[config.mk]
export PLATFORM = sky130hd
export DESIGN_NAME = nucleic_acid_ctrl
export DESIGN_NICKNAME = d
export VERILOG_FILES = /design/src/rtl/na_ctrl_pkg.sv /design/src/rtl/na_pump_seq.sv /design/src/rtl/nucleic_acid_ctrl.sv
export SDC_FILE = /design/constraint.sdc
export NUM_CORES = 1
export LEC_CHECK = 0
export CAP_MARGIN = 30
export CELL_PAD_IN_SITES_DETAIL_PLACEMENT = 1
export CELL_PAD_IN_SITES_GLOBAL_PLACEMENT = 1
export CORE_MARGIN = 8
export CORE_UTILIZATION = 40
export CTS_CLUSTER_DIAMETER = 100
export DETAILED_ROUTE_END_ITERATION = 8
export PLACE_DENSITY_LB_ADDON = 0.1
export SYNTH_ARGS = -nofsm -noshare
export SYNTH_HDL_FRONTEND = slang
export SYNTH_SLANG_ARGS = --single-unit
[constraint.sdc]
create_clock -name clk -period 2.63 [get_ports clk]
set_input_delay 0.526 -clock clk [delete_from_list [all_inputs] [get_ports clk]]
set_output_delay 0.526 -clock clk [all_outputs]
set_load 0.02 [all_outputs]
[src/rtl/na_ctrl_pkg.sv]
// na_ctrl_pkg: shared states, pump phase table and valve masks for the extraction controller
package na_ctrl_pkg;
    typedef enum logic [3:0] {
        IDLE = 4'd0, LOAD, LYSE, MIX, BIND, WASH, ELUTE, COLLECT, DONE
    } state_t;

    localparam int LYSIS      = 0;
    localparam int WASH_V     = 1;
    localparam int ELUTE_V    = 2;
    localparam int HORIZ      = 3;
    localparam int DEAD_END   = 4;
    localparam int LOOP_EXIT  = 5;
    localparam int BEAD_VTL   = 6;
    localparam int COLLECTION = 7;
    localparam int VERTICAL   = 8;
    localparam int BEAD_TRAP  = 9;

    localparam logic [2:0] PUMP_TBL [6] = '{3'b110, 3'b100, 3'b101, 3'b001, 3'b011, 3'b010};

    // bits set here are the valves opened (driven to 0) in that state
    localparam logic [9:0] OPEN_MASK [9] = '{
        10'd0,
        10'd1 << HORIZ,
        (10'd1 << LYSIS) | (10'd1 << VERTICAL),
        10'd1 << VERTICAL,
        (10'd1 << BEAD_VTL) | (10'd1 << LOOP_EXIT),
        (10'd1 << WASH_V) | (10'd1 << LOOP_EXIT) | (10'd1 << DEAD_END),
        (10'd1 << ELUTE_V) | (10'd1 << VERTICAL),
        (10'd1 << COLLECTION) | (10'd1 << LOOP_EXIT) | (10'd1 << BEAD_TRAP),
        10'd0
    };
endpackage

[src/rtl/na_pump_seq.sv]
// na_pump_seq: six-phase peristaltic pattern generator with a PUMP_DIV-cycle phase divider
module na_pump_seq
    import na_ctrl_pkg::*;
#(
    parameter int PUMP_DIV = 10
) (
    input  logic       clk,
    input  logic       rst,
    input  logic       enable,
    input  logic       clear,
    output logic [2:0] pattern
);
    logic [15:0] div;
    logic [2:0]  phase;

    always_ff @(posedge clk or posedge rst) begin
        if (rst) begin
            div   <= '0;
            phase <= '0;
        end else if (clear) begin
            div   <= '0;
            phase <= '0;
        end else if (enable) begin
            if (int'(div) + 1 >= PUMP_DIV) begin
                div   <= '0;
                phase <= (phase == 3'd5) ? 3'd0 : phase + 3'd1;
            end else begin
                div <= div + 16'd1;
            end
        end
    end

    assign pattern = PUMP_TBL[phase];
endmodule

[src/rtl/nucleic_acid_ctrl.sv]
// nucleic_acid_ctrl: timed load/lyse/mix/bind/wash/elute/collect sequencer for the extraction array.
// Optional NA_CTRL_HOLD_EN adds a hold input that freezes the protocol in place.
module nucleic_acid_ctrl
    import na_ctrl_pkg::*;
#(
    parameter int CNT_W     = 16,
    parameter int T_LOAD    = 100,
    parameter int T_LYSE    = 200,
    parameter int T_MIX     = 400,
    parameter int T_BIND    = 200,
    parameter int T_WASH    = 100,
    parameter int T_ELUTE   = 100,
    parameter int T_COLLECT = 50,
    parameter int PUMP_DIV  = 10
) (
    input  logic       clk,
    input  logic       rst,
    input  logic       start,
    input  logic       abort,
`ifdef NA_CTRL_HOLD_EN
    input  logic       hold,
`endif
    output logic       busy,
    output logic       done,
    output logic [3:0] state_o,
    output logic       lysis_ctl,
    output logic       wash_ctl,
    output logic       elute_ctl,
    output logic       horiz_ctl,
    output logic       dead_end_ctl,
    output logic       loop_exit_ctl,
    output logic       bead_vtl_ctl,
    output logic       collection_ctl,
    output logic       vertical_ctl,
    output logic       bead_trap_ctl,
    output logic       pump1,
    output logic       pump2,
    output logic       pump3
);
    state_t           state, nxt;
    logic [CNT_W-1:0] cnt;
    logic [9:0]       valves;
    logic [2:0]       pattern;
    logic             frz;

`ifdef NA_CTRL_HOLD_EN
    assign frz = hold;
`else
    assign frz = 1'b0;
`endif

    function automatic logic [CNT_W-1:0] dur(state_t s);
        int t;
        t = (s == LOAD)  ? T_LOAD  : (s == LYSE)  ? T_LYSE  : (s == MIX)     ? T_MIX :
            (s == BIND)  ? T_BIND  : (s == WASH)  ? T_WASH  : (s == ELUTE)   ? T_ELUTE :
            (s == COLLECT) ? T_COLLECT : 1;
        return (t <= 1) ? '0 : CNT_W'(t - 1);
    endfunction

    // start is only looked at in IDLE, so hold cannot block a launch
    always_comb begin
        nxt = abort ? IDLE :
              (state == IDLE) ? (start ? LOAD : IDLE) :
              frz ? state :
              (state == DONE) ? IDLE :
              (cnt == '0) ? state_t'(state + 4'd1) : state;
    end

    always_ff @(posedge clk or posedge rst) begin
        if (rst) begin
            state  <= IDLE;
            cnt    <= '0;
            valves <= '1;
            busy   <= 1'b0;
            done   <= 1'b0;
        end else begin
            state  <= nxt;
            cnt    <= (nxt != state) ? dur(nxt) : (frz || cnt == '0) ? cnt : cnt - CNT_W'(1);
            valves <= ~OPEN_MASK[nxt];
            busy   <= (nxt != IDLE) && (nxt != DONE);
            done   <= (nxt == DONE);
        end
    end

    na_pump_seq #(.PUMP_DIV(PUMP_DIV)) u_pump (
        .clk    (clk),
        .rst    (rst),
        .enable (state == MIX && nxt == MIX && !frz),
        .clear  (state != MIX && nxt == MIX),
        .pattern(pattern)
    );

    assign state_o               = state;
    assign {pump1, pump2, pump3} = (state == MIX) ? pattern : 3'b111;
    assign lysis_ctl             = valves[LYSIS];
    assign wash_ctl              = valves[WASH_V];
    assign elute_ctl             = valves[ELUTE_V];
    assign horiz_ctl             = valves[HORIZ];
    assign dead_end_ctl          = valves[DEAD_END];
    assign loop_exit_ctl         = valves[LOOP_EXIT];
    assign bead_vtl_ctl          = valves[BEAD_VTL];
    assign collection_ctl        = valves[COLLECTION];
    assign vertical_ctl          = valves[VERTICAL];
    assign bead_trap_ctl         = valves[BEAD_TRAP];
endmodule

; ---- Word level (Yosys, flattened, before mapping)
; Memory sizes are Yosys's and may differ from the RTL's.
; Index checks and enable logic that the tools add are counted.
[classes]
add_sub_neg = 6
magnitude_cmp = 4
eq_ne = 15
n_mux = 27
bitwise_logic = 3
n_reduce_logical = 9
[op_table]
columns = operator, count
row1 = two-way mux 16 bit, 6
row2 = >= comparator 32 x 5 -> 1 bit (second input constant), 1
row3 = two-way mux 9 bit, 3
row4 = two-way mux 3 bit, 7
row5 = two-way mux 10 bit, 2
row6 = adder 16 x 1 -> 17 bit (second input constant), 1
row7 = adder 16 x 1 -> 16 bit (second input constant), 1
row8 = equality test 4 x 3 -> 1 bit (second input constant), 4
row9 = logical NOT 16 bit, 1
row10 = two-way mux 4 bit, 4
row11 = subtractor 16 x 1 -> 16 bit (second input constant), 1
row12 = two-way mux 7 bit, 2
row13 = equality test 4 x 2 -> 1 bit (second input constant), 3
row14 = NOT 10 bit, 1
row15 = subtractor 9 x 1 -> 10 bit (second input constant), 1
row16 = <= comparator 9 x 1 -> 1 bit (second input constant), 1
row17 = equality test 4 bit (second input constant), 2
row18 = two-way mux 8 bit, 1
row19 = two-way mux 6 bit, 1
row20 = >= comparator 5 bit (second input constant), 1
row21 = NOT 4 -> 5 bit, 1
row22 = adder 4 x 1 -> 4 bit (second input constant), 1
row23 = equality test 4 x 1 -> 1 bit (second input constant), 1
row24 = >= comparator 4 bit (second input constant), 1
row25 = 13 further kinds, 16
[word_totals]
ff_bits = 51
rom_bits = 184
inputBits = 4
out_inout_bits = 19
wordCells = 73
memories = 2
[memory_table]
columns = memory, words, word_bits, rd, rd_clocked_by_memory_dff, write_ports, line_no
row1 = (name not given), 16, 10, 1, 0, 0, nucleic_acid_ctrl.sv:79  ; valves <= ~OPEN_MASK[nxt];
row2 = (name not given), 8, 3, 1, 0, 0, na_pump_seq.sv:33  ; assign pattern = PUMP_TBL[phase];

; ---- Depth between registers and ports, before layout
[logic_depth]
ltp_word = 16
mapped_depth = 14
ltp_nobuf = 13

; ---- Modules after synthesis
; From an unflattened synthesis, not the netlist that was laid out.
[hier_totals]
hier_cells = 307
area_unflattened_um2 = 3016.6
[by_module_without_submodules]
columns = module, instances, cells_each, area_per_inst_um2, seq_area_each_um2
row1 = nucleic_acid_ctrl, 1, 188, 1819.2, 760.7
row2 = na_pump_seq, 1, 119, 1197.4, 475.5

; ---- Worst setup path after synthesis
; OpenSTA, ideal clock, no wires.
[synth_path]
path_type = register to register
from = reg cnt[0]
to = reg cnt[2]
setup_time_ns = 0.095
arrival_time_ns = 2.678
required_ns = 2.535
setup_slack_ns = -0.143
stages_incl_launch_ff = 15
n_path_buf = 1
synth_period_minus_slack_ns = 2.773
path_cell_list = dfrtp_1 -> inv_1 -> ha_1 -> nor3b_1 -> nand4_1 -> clkbuf_1 -> o211a_1 -> nor2_2 -> inv_1 -> nor2_1 -> nand3_1 -> ha_1 -> o21ai_0 -> nor2_1 -> o31ai_1
[synth_via]
elab_chain_len = 16
elab_cells_between_ends = 27
cone_classes = 2 x add/sub / 1 x order compare / 9 x eq/ne / 14 x mux / 1 x reduce/logical
[synth_lines]
columns = item, line_no
row1 = start: declaration, nucleic_acid_ctrl.sv:41  ; logic [CNT_W-1:0] cnt;
row2 = start signal: assignment, nucleic_acid_ctrl.sv:78  ; cnt <= (nxt != state) ? dur(nxt) : (frz || cnt == '0) ? cnt : cnt - CNT_W'(1);
row3 = logical NOT 16 bit (*), nucleic_acid_ctrl.sv:66  ; (cnt == '0) ? state_t'(state + 4'd1) : state;
row4 = two-way mux 4 bit (*), nucleic_acid_ctrl.sv:66
row5 = two-way mux 4 bit (*), nucleic_acid_ctrl.sv:65  ; (state == DONE) ? IDLE :
row6 = two-way mux 4 bit (*), nucleic_acid_ctrl.sv:63  ; (state == IDLE) ? (start ? LOAD : IDLE) :
row7 = two-way mux 4 bit (*), nucleic_acid_ctrl.sv:62  ; nxt = abort ? IDLE :
row8 = via nxt[3], nucleic_acid_ctrl.sv:40  ; state_t state, nxt;
row9 = equality test 4 x 3 -> 1 bit, nucleic_acid_ctrl.sv:56  ; (s == COLLECT) ? T_COLLECT : 1;
row10 = two-way mux 6 bit, nucleic_acid_ctrl.sv:56
row11 = two-way mux 7 bit (2 in a row), nucleic_acid_ctrl.sv:55  ; (s == BIND) ? T_BIND : (s == WASH) ? T_WASH : (s == ELUTE) ? T_ELUTE :
row12 = two-way mux 8 bit, nucleic_acid_ctrl.sv:55
row13 = two-way mux 9 bit (3 in a row), nucleic_acid_ctrl.sv:54  ; t = (s == LOAD) ? T_LOAD : (s == LYSE) ? T_LYSE : (s == MIX) ? T_MIX :
row14 = subtractor 9 x 1 -> 10 bit or <= comparator 9 x 1 -> 1 bit (tied branches), nucleic_acid_ctrl.sv:57  ; return (t <= 1) ? '0 : CNT_W'(t - 1);
row15 = two-way mux 16 bit, nucleic_acid_ctrl.sv:57
row16 = two-way mux 16 bit, nucleic_acid_ctrl.sv:78
; The timed path passes the listed nets; every way through them passes the cells marked *. The select of a mux whose other input is x is not followed.
; A chain may end at the register's enable or synchronous reset.

; ---- Final worst setup path
[layout_path]
from = reg cnt[1]
to = reg cnt[15]
[layout_via]
elab_chain_len = 16
elab_cells_between_ends = 27
cone_classes = 2 x add/sub / 1 x order compare / 9 x eq/ne / 14 x mux / 1 x reduce/logical
[layout_lines]
columns = item, line_no
row1 = logical NOT 16 bit, "nucleic_acid_ctrl.sv:66, nucleic_acid_ctrl.sv:78"
row2 = two-way mux 4 bit, nucleic_acid_ctrl.sv:66
row3 = two-way mux 4 bit, nucleic_acid_ctrl.sv:65
row4 = two-way mux 4 bit, nucleic_acid_ctrl.sv:63
row5 = two-way mux 4 bit, nucleic_acid_ctrl.sv:62
row6 = equality test 4 x 3 -> 1 bit, nucleic_acid_ctrl.sv:56
row7 = two-way mux 6 bit, nucleic_acid_ctrl.sv:56
row8 = two-way mux 7 bit (2 in a row), nucleic_acid_ctrl.sv:55
row9 = two-way mux 8 bit, nucleic_acid_ctrl.sv:55
row10 = two-way mux 9 bit (3 in a row), nucleic_acid_ctrl.sv:54
row11 = subtractor 9 x 1 -> 10 bit or <= comparator 9 x 1 -> 1 bit (tied branches), nucleic_acid_ctrl.sv:57
row12 = two-way mux 16 bit, nucleic_acid_ctrl.sv:57
row13 = two-way mux 16 bit, nucleic_acid_ctrl.sv:78
; Several ways; a longest one is shown, not always the timed one. The select of a mux whose other input is x is not followed.

==> summary.md <==
| Metric | Value |
|---|---|
| Critical path fanouts, max | `4` |
| CP arrival | `around 2.8 ns` |
| Die area | `~9900 um^2` |
| Post-Syn Nets | `between 300 and 400` |
| Post-Synth Simple-Gate Area | `about 28%` |
| Reg-to-Reg End | `cnt[15]$_DFFE_PP0P_` |
| Finish-stage setup viols | `0` |
| Sequential-to-total area share from yosys stat | `between 40% and 50%` |
| Clock Tree Root | `clkbuf_8` |
| Main combinational cell family by area after synthesis | `simple AND/OR/NAND/NOR gates` |
| Antenna-violating nets left | `0` |
| Worst skew pair latency | `0.31 ns` |
| Reg2reg start | `cnt[1]$_DFFE_PP0P_` |
| Post-Synth Adder-Cell Area | `3.60%` |
| Clock transition at path regs | `around 0.09 ns` |
| Post-synth EDFFs | `0` |
| Non-filler cells, final | `between 400 and 500` |
| First-pass GRT wire length | `12700 um` |
| Met3 Routed Length | `roughly 220 um` |
| Xor/xnor share of the synthesized area | `approximately 4.7%` |
| Largest net degree at the start of global routing | `22` |
| RSZ-0062 raised after global routing | `yes` |
| R2R depth | `10` |
| Post-DP HPWL | `about 6000 um` |
| Crit-path max cell delay | `approximately 0.49 ns` |
| Nets | `383` |
| DRT met1 WL | `between 3000 and 4000 um` |
| Worst slew margin | `about two thirds` |
| Sequential share of power | `about 37%` |
| Mapped Area | `between 2000 and 3000 um^2` |
| Die H | `99.4 um` |
| I/O pin count | `23` |
| Mux share of post-synthesis cell area | `1.93%` |
| GP Congestion | `~0.9` |
| Synth Flop Type | `dfrtp_1` |
| Delay-heaviest family, CP | `simple AND/OR/NAND/NOR gates` |
| Synthesized area per cell | `9.50 um^2` |
| Worst path required time | `about 2.8 ns` |
| Worst slew pin tran | `0.508 ns` |
| Starting Density | `41.2%` |
| CTS sink count | `49` |
| Worst slack, placed | `-0.157 ns` |
| Synth Instances | `slightly below 300` |
| Power share of the combinational group | `41.7%` |
| Sw Share | `35.0%` |
| Core Util, Final | `between 50 and 60%` |
| Sum Neg Setup Slack | `0 ns` |
| Final-report hold violation count | `0` |
| Power Density | `685 nW/um^2` |
| Ys Warns | `0` |
| Clock Power Share | `between 20% and 30%` |
| Critical Path Sink Type | `flop` |
| Flop-to-flop setup slack | `~0.074 ns` |
| FMAX | `391 MHz` |
| Hold Crit Class | `primary input to asynchronous set/reset pin` |
| Clk buf depth | `2` |
| Wire per inst | `about 18 um` |
| Antenna violations before repair | `0` |
| Share of post-route cells with drive strength above 1 | `a little under a third` |
| Port Buf Inserts | `22` |
| Hold-fix buffers at CTS | `0` |
| Critical path class | `flop to flop` |
| Vias in the first global route | `between 2000 and 3000` |
| CTS tree | `built` |
| Net Sw Power | `around 900 uW` |
| Max H-tree Level | `2` |
| First-pass DRT Iterations | `4` |
| CP most frequent cell | `or4_4` |
| Total track usage | `between 10% and 20%` |
| DR iter-0 viols | `67` |
| Total congestion overflow | `0` |
| Total of max-cap violations | `0` |
| Final clock period utilization by the worst path | `a little over nine tenths` |
| Synth async-reset ratio | `between 90% and 100%` |
| Fill count | `768` |
| Routed wl met2 | `~4300 um` |
| Internal Power | `about 1700 uW` |
| Max Slew Vio Count | `0` |
| Vias per cell | `between 5 and 6` |
| Sequence of cells on the critical path | `inv_1, ha_4, nor3b_4, and4_4, buf_4, or4_4, or4_4, nor4_4, xnor2_1, nor2_1` |
| Vias | `between 2000 and 2500` |
| Placed instance count | `438` |
| N_diodes | `0` |
| Slowest stage cell on the critical path | `or4_4` |
| Distinct cells, synth | `59` |
| Top layer in use | `met4` |
| Post-layout min period | `approximately 2.6 ns` |
| Synthesized flop and latch total | `49` |
| Total Wirelength | `between 8000 and 9000 um` |
| Total power | `approximately 2600 uW` |
| Row cnt | `30` |
| Clock Skew | `0.00720 ns` |
| Maximum VDD drop | `around 0.00042 V` |
| Die W | `just under 100 um` |
| Core area | `6760 um^2` |
| Synth Area in Compound Gates | `around an eighth` |
| Residual DRC | `0` |
| Final worst slack | `around 0.074 ns` |
| Buf/Inv on CP | `2` |
| Worst Setup Start Kind | `flop` |
| Status | `completed` |
| Static Leak | `around 0.0016 uW` |
| Area grow syn2layout | `34.7%` |
| TritonCTS buffer count | `5` |
[synthesized netlist by cell type (all sizes together), types with 2 or more instances]
master	number	share of area, %
o22ai	2	0.45
nand2	31	4.2
xor2	6	1.9
ha	8	3.6
a211o	2	0.63
nand2b	5	1.1
dfstp	8	7.6
mux2	3	1.2
dfrtp	41	37
nor2	30	4.1
nand4	7	2.1
o31ai	8	2.2
and2	12	2.7
clkbuf	3	0.40
buf	6	1.8
a31oi	3	0.67
or4	3	0.94
a21oi	6	1.1
nand3	13	2.3
and4	3	0.94
xnor2	9	2.8
nor4	7	2.5
o211ai	3	0.81
or3	3	0.85
nor3b	4	1.1
mux2i	2	0.72
a22o	2	0.63
nor3	9	1.8
o21ai	14	2.9
and3	2	0.45
and2b	2	0.63
nor2b	4	0.90
a211oi	2	0.54
inv	16	2.2
[per-layer routing]
layer | vias up | GRT usage [%]
met5 | - | 0
met4 | 0 | 4.66
met3 | 10 | 3.00
met2 | 32 | 27.4
met1 | 1249 | 20.2
li1 | 1193 | -
[power groups by stage]
| stage | Clock, uW | Sequential (uW) | Combinational (uW) |
|---|---|---|---|
| after global routing | 578 | 969 | 1160 |
| after global placement | 0 | 946 | 874 |
| final | 544 | 955 | 1070 |
| after CTS | 559 | 937 | 966 |
| after detailed placement | 0 | 944 | 909 |
| after floorplan | 0 | 963 | 517 |
[cell families (layout without fill, tap and decap cells)]
group / count (synthesis) / in the layout
multiplexers: 5 / 5
AND/OR/NAND/NOR: 139 / 139
XOR/XNOR: 15 / 15
AO/OA/AOI/OAI: 51 / 51
adder cells (fa/ha/maj): 8 / 8
buffers and inverters: 26 / 105
flip-flops: 49 / 49
[worst max-delay path by stage]
stage                        start             endpoint  slack (ns)  cells after the start
2_1_floorplan   cnt[0]$_DFFE_PP0P_   cnt[2]$_DFFE_PP0P_        0.01                     14
3_3_place_gp    cnt[0]$_DFFE_PP0P_   cnt[2]$_DFFE_PP0P_       -0.06                     14
3_5_place_dp    cnt[0]$_DFFE_PP0P_   cnt[2]$_DFFE_PP0P_       -0.16                     14
4_1_cts         cnt[0]$_DFFE_PP0P_   cnt[2]$_DFFE_PP0P_       0.003                     14
5_1_grt        cnt[12]$_DFFE_PP0P_   cnt[2]$_DFFE_PP0P_       -0.06                     12
6_report        cnt[1]$_DFFE_PP0P_  cnt[15]$_DFFE_PP0P_        0.07                     10
[flip-flops by register name (all words and copies together), names as in the netlist]
register,count
busy,1
cnt,16
done,1
state_o,4
u_pump.div,16
u_pump.phase,3
valves,8
[metrics by stage]
step                hold WS, ns  instance area [um^2]
floorplan                 0.480                  2790
global placement          0.503                  3440
detailed placement        0.517                  3440
CTS                       0.429                  3600
global route              0.468                  3750
finish                    0.428                  3750
[what timing repair did]
item | CTS | global route
pin swaps | 3 | 8
resized for setup | 12 | 25
setup buffers | 2 | 4
setup endpoints to repair | 12 | 8
[layout by cell type (no fill, tap or decap), types with 9 or more instances in the layout]
cell type        instances
inv_1                   13
buf_4                   57
clkdlybuf4s50_1         19
nor2_1                  27
dfrtp_1                 40
nand3_1                 11
nand2_1                 28
xnor2_1                  9
and2_1                  12
o21ai_0                 11
[layout make-up]
class	count	area [um^2]	area share, %
Timing Repair Buffer	80	656	17.5
Clock buffer	5	68.8	1.83
Multi-Input combinational cell	218	1570	41.9
Clock inverter	3	41.3	1.10
Tap cell	80	100	2.67
Sequential cell	49	1240	33.0
Inverter	17	76.3	2.03
(Power assumes the default switching activity.)
==> edit: new RTL, same settings <==
Add an input register stage for `start` and `abort`; this delays them by one clock.
--- a/src/rtl/nucleic_acid_ctrl.sv
+++ b/src/rtl/nucleic_acid_ctrl.sv
@@ -38,4 +38,13 @@
     output logic       pump3
 );
+
+    logic start_q;
+    logic abort_q;
+
+    always_ff @(posedge clk) begin
+        start_q <= start;
+        abort_q <= abort;
+    end
+
     state_t           state, nxt;
     logic [CNT_W-1:0] cnt;
@@ -60,6 +69,6 @@
     // start is only looked at in IDLE, so hold cannot block a launch
     always_comb begin
-        nxt = abort ? IDLE :
-              (state == IDLE) ? (start ? LOAD : IDLE) :
+        nxt = abort_q ? IDLE :
+              (state == IDLE) ? (start_q ? LOAD : IDLE) :
               frz ? state :
               (state == DONE) ? IDLE :
Function: changed (Yosys sat finds a counterexample within 4 cycles, from zero or initial values and one cycle with rst high).
==> edit against the unedited design <==
Worst setup slack gained 45 ps; sequential share of layout area grew 2.4 points; final area decreased by 3.9%; combinational power is 25% lower; sequential power grew 2.5%; sequential cell count rose by 2; area after synthesis rose by 1.4%; die area up 1.2%; power shrank 7.5%; routed wire length shrank 8.6%; critical path type is now flop to output pin; critical endpoint is now pump1; largest power group is now sequential cells.
==> edit: results (changes against the unedited design) <==
[grt]
grt_pass1_vias=2505  ; -2.5%
grt_max_degree=50  ; +130%
grt_pass1_wl_um=12500  ; -2.2%
grtUsageTotal_pct=15.2  ; -0.87 points

[logic_synthesis]
async_flop_share_pct=96.1  ; -3.9 points
synthAdderAreaFrac_pct=3.54  ; -0.051 points
synth_xor_area_share_pct=4.65  ; -0.067 points
syn_area_per_cell_um2=9.57  ; +0.75%
ys_types=60  ; +1.7%
synth_compound_area_share_pct=12.4  ; -0.18 points
synth-seq-area-share_pct=45.2  ; +0.79 points
synth_mux_area_share_pct=1.91  ; -0.027 points
synth_nets=307  ; +0.66%
synthTopCellsByArea=dfrtp_1, dfstp_2, nand2_1
synth_edf_count=0  ; unchanged

[final_layout]
multi_input_area_um2=1500  ; -4.4%
biggestRegsByFlops=cnt (16), u_pump.div (16), valves (8)
fillers=796  ; +3.6%
nClkBuffers=6  ; +1
n_all_inverters=17  ; unchanged
finalNetCount=365  ; -4.7%
signal_buffers=60  ; -25%
regArea_um2=1280  ; +3.1%
final-clk-cell-share_pct=3.37  ; +0.43 points
buffer_area_share_pct=14.1  ; -3.4 points
drive_above_1_share_pct=25.4  ; -5.8 points
fin_cells=450  ; -0.44%

[placement]
io_buffers=22  ; unchanged
dpl.cell_count=441  ; +0.68%
dp_slack_ps=-83.3  ; +73.4 ps
gp_congestion=0.795  ; -12%
hpwl_um=5480  ; -8.6%

[status]
status=complete, no violations

[setup_path]
reg2reg_setup_slack_ps=130  ; +60 ps
cpMaxStageDelayCell=clkdlybuf4s50_1
worstPathArrival_ps=1980  ; -780 ps
worst_path_largest_cell_delay_ps=600  ; +110 ps
critPathTopFamily=buffers and inverters
cp_max_fo=6  ; +2

[pwr]
p_leak_nw=1.55  ; -5.5%
irDropWorstVdd_v=0.000308  ; -26%
swShare_pct=33.5  ; -1.5 points

[detailed_routing]
wl_per_cell_um=16.5  ; -8.2%
drtIter0Drc=89  ; +33%
vias=2374  ; -4.4%

[clock_tree]
cts.sinks=51  ; +4.1%
cts_setup_buffers=1  ; -1
cts_resized=4  ; -8
path_clk_slew_ps=100

[timing]
skew_ps=9.46  ; +2.26 ps
hold_slack_ps=554  ; +126 ps
slew_headroom_pct=57.6  ; -8.3 points
final.min_clock_period_ps=2510  ; -45.2 ps

[hold_path]
hold_class=flop to flop

[edit: per-layer routing]
layer | track usage (%) | vias up | wire, µm
met5 | 0 | - | 0
met4 | 3.02 | 0 | 55
met3 | 3.04 | 6 | 234
met2 | 24.4 | 34 | 3580
met1 | 20.7 | 1182 | 3570
li1 | - | 1152 | -
[edit: power by group through the flow]
stage / Combinational (mW) / Sequential [mW] / Clock (mW)
2_1_floorplan: 0.487 / 0.984 / 0
3_3_place_gp: 0.730 / 0.976 / 0
3_5_place_dp: 0.747 / 0.979 / 0
4_1_cts: 0.771 / 0.967 / 0.610
5_1_grt: 0.905 / 0.996 / 0.632
6_report: 0.806 / 0.979 / 0.591
[edit: logic make-up (layout without fill, tap and decap cells)]
kind of cell / Yosys count / after routing
and+or+nand+nor: 139 / 139
AOI/OAI and AO/OA: 51 / 51
DFF: 51 / 51
buffers and inverters: 26 / 85
xor gates and xnor gates: 15 / 15
adders and majority gates: 8 / 8
muxes: 5 / 5
[edit: path summary, 6_finish.rpt]
path	start	cells after the start	endpoint
max in group asynchronous	rst	3	state_o[3]$_DFF_PP0_
setup reg to reg	cnt[1]$_DFFE_PP0P_	10	cnt[15]$_DFFE_PP0P_
hold / removal	u_pump.div[7]$_DFFE_PP0P_	1	u_pump.div[7]$_DFFE_PP0P_
setup / recovery	state_o[0]$_DFF_PP0_	5	pump1
min in group asynchronous	rst	3	cnt[6]$_DFFE_PP0P_
hold reg to reg	u_pump.div[7]$_DFFE_PP0P_	1	u_pump.div[7]$_DFFE_PP0P_
[edit: per-stage QoR]
stage	util, %	area, µm²	TNS [ps]
floorplan	-	2830	0
global placement	49.6	3390	0
detailed placement	49.6	3390	-293
CTS	51.6	3530	0
global route	52.8	3600	-63.3
finish	52.8	3600	0
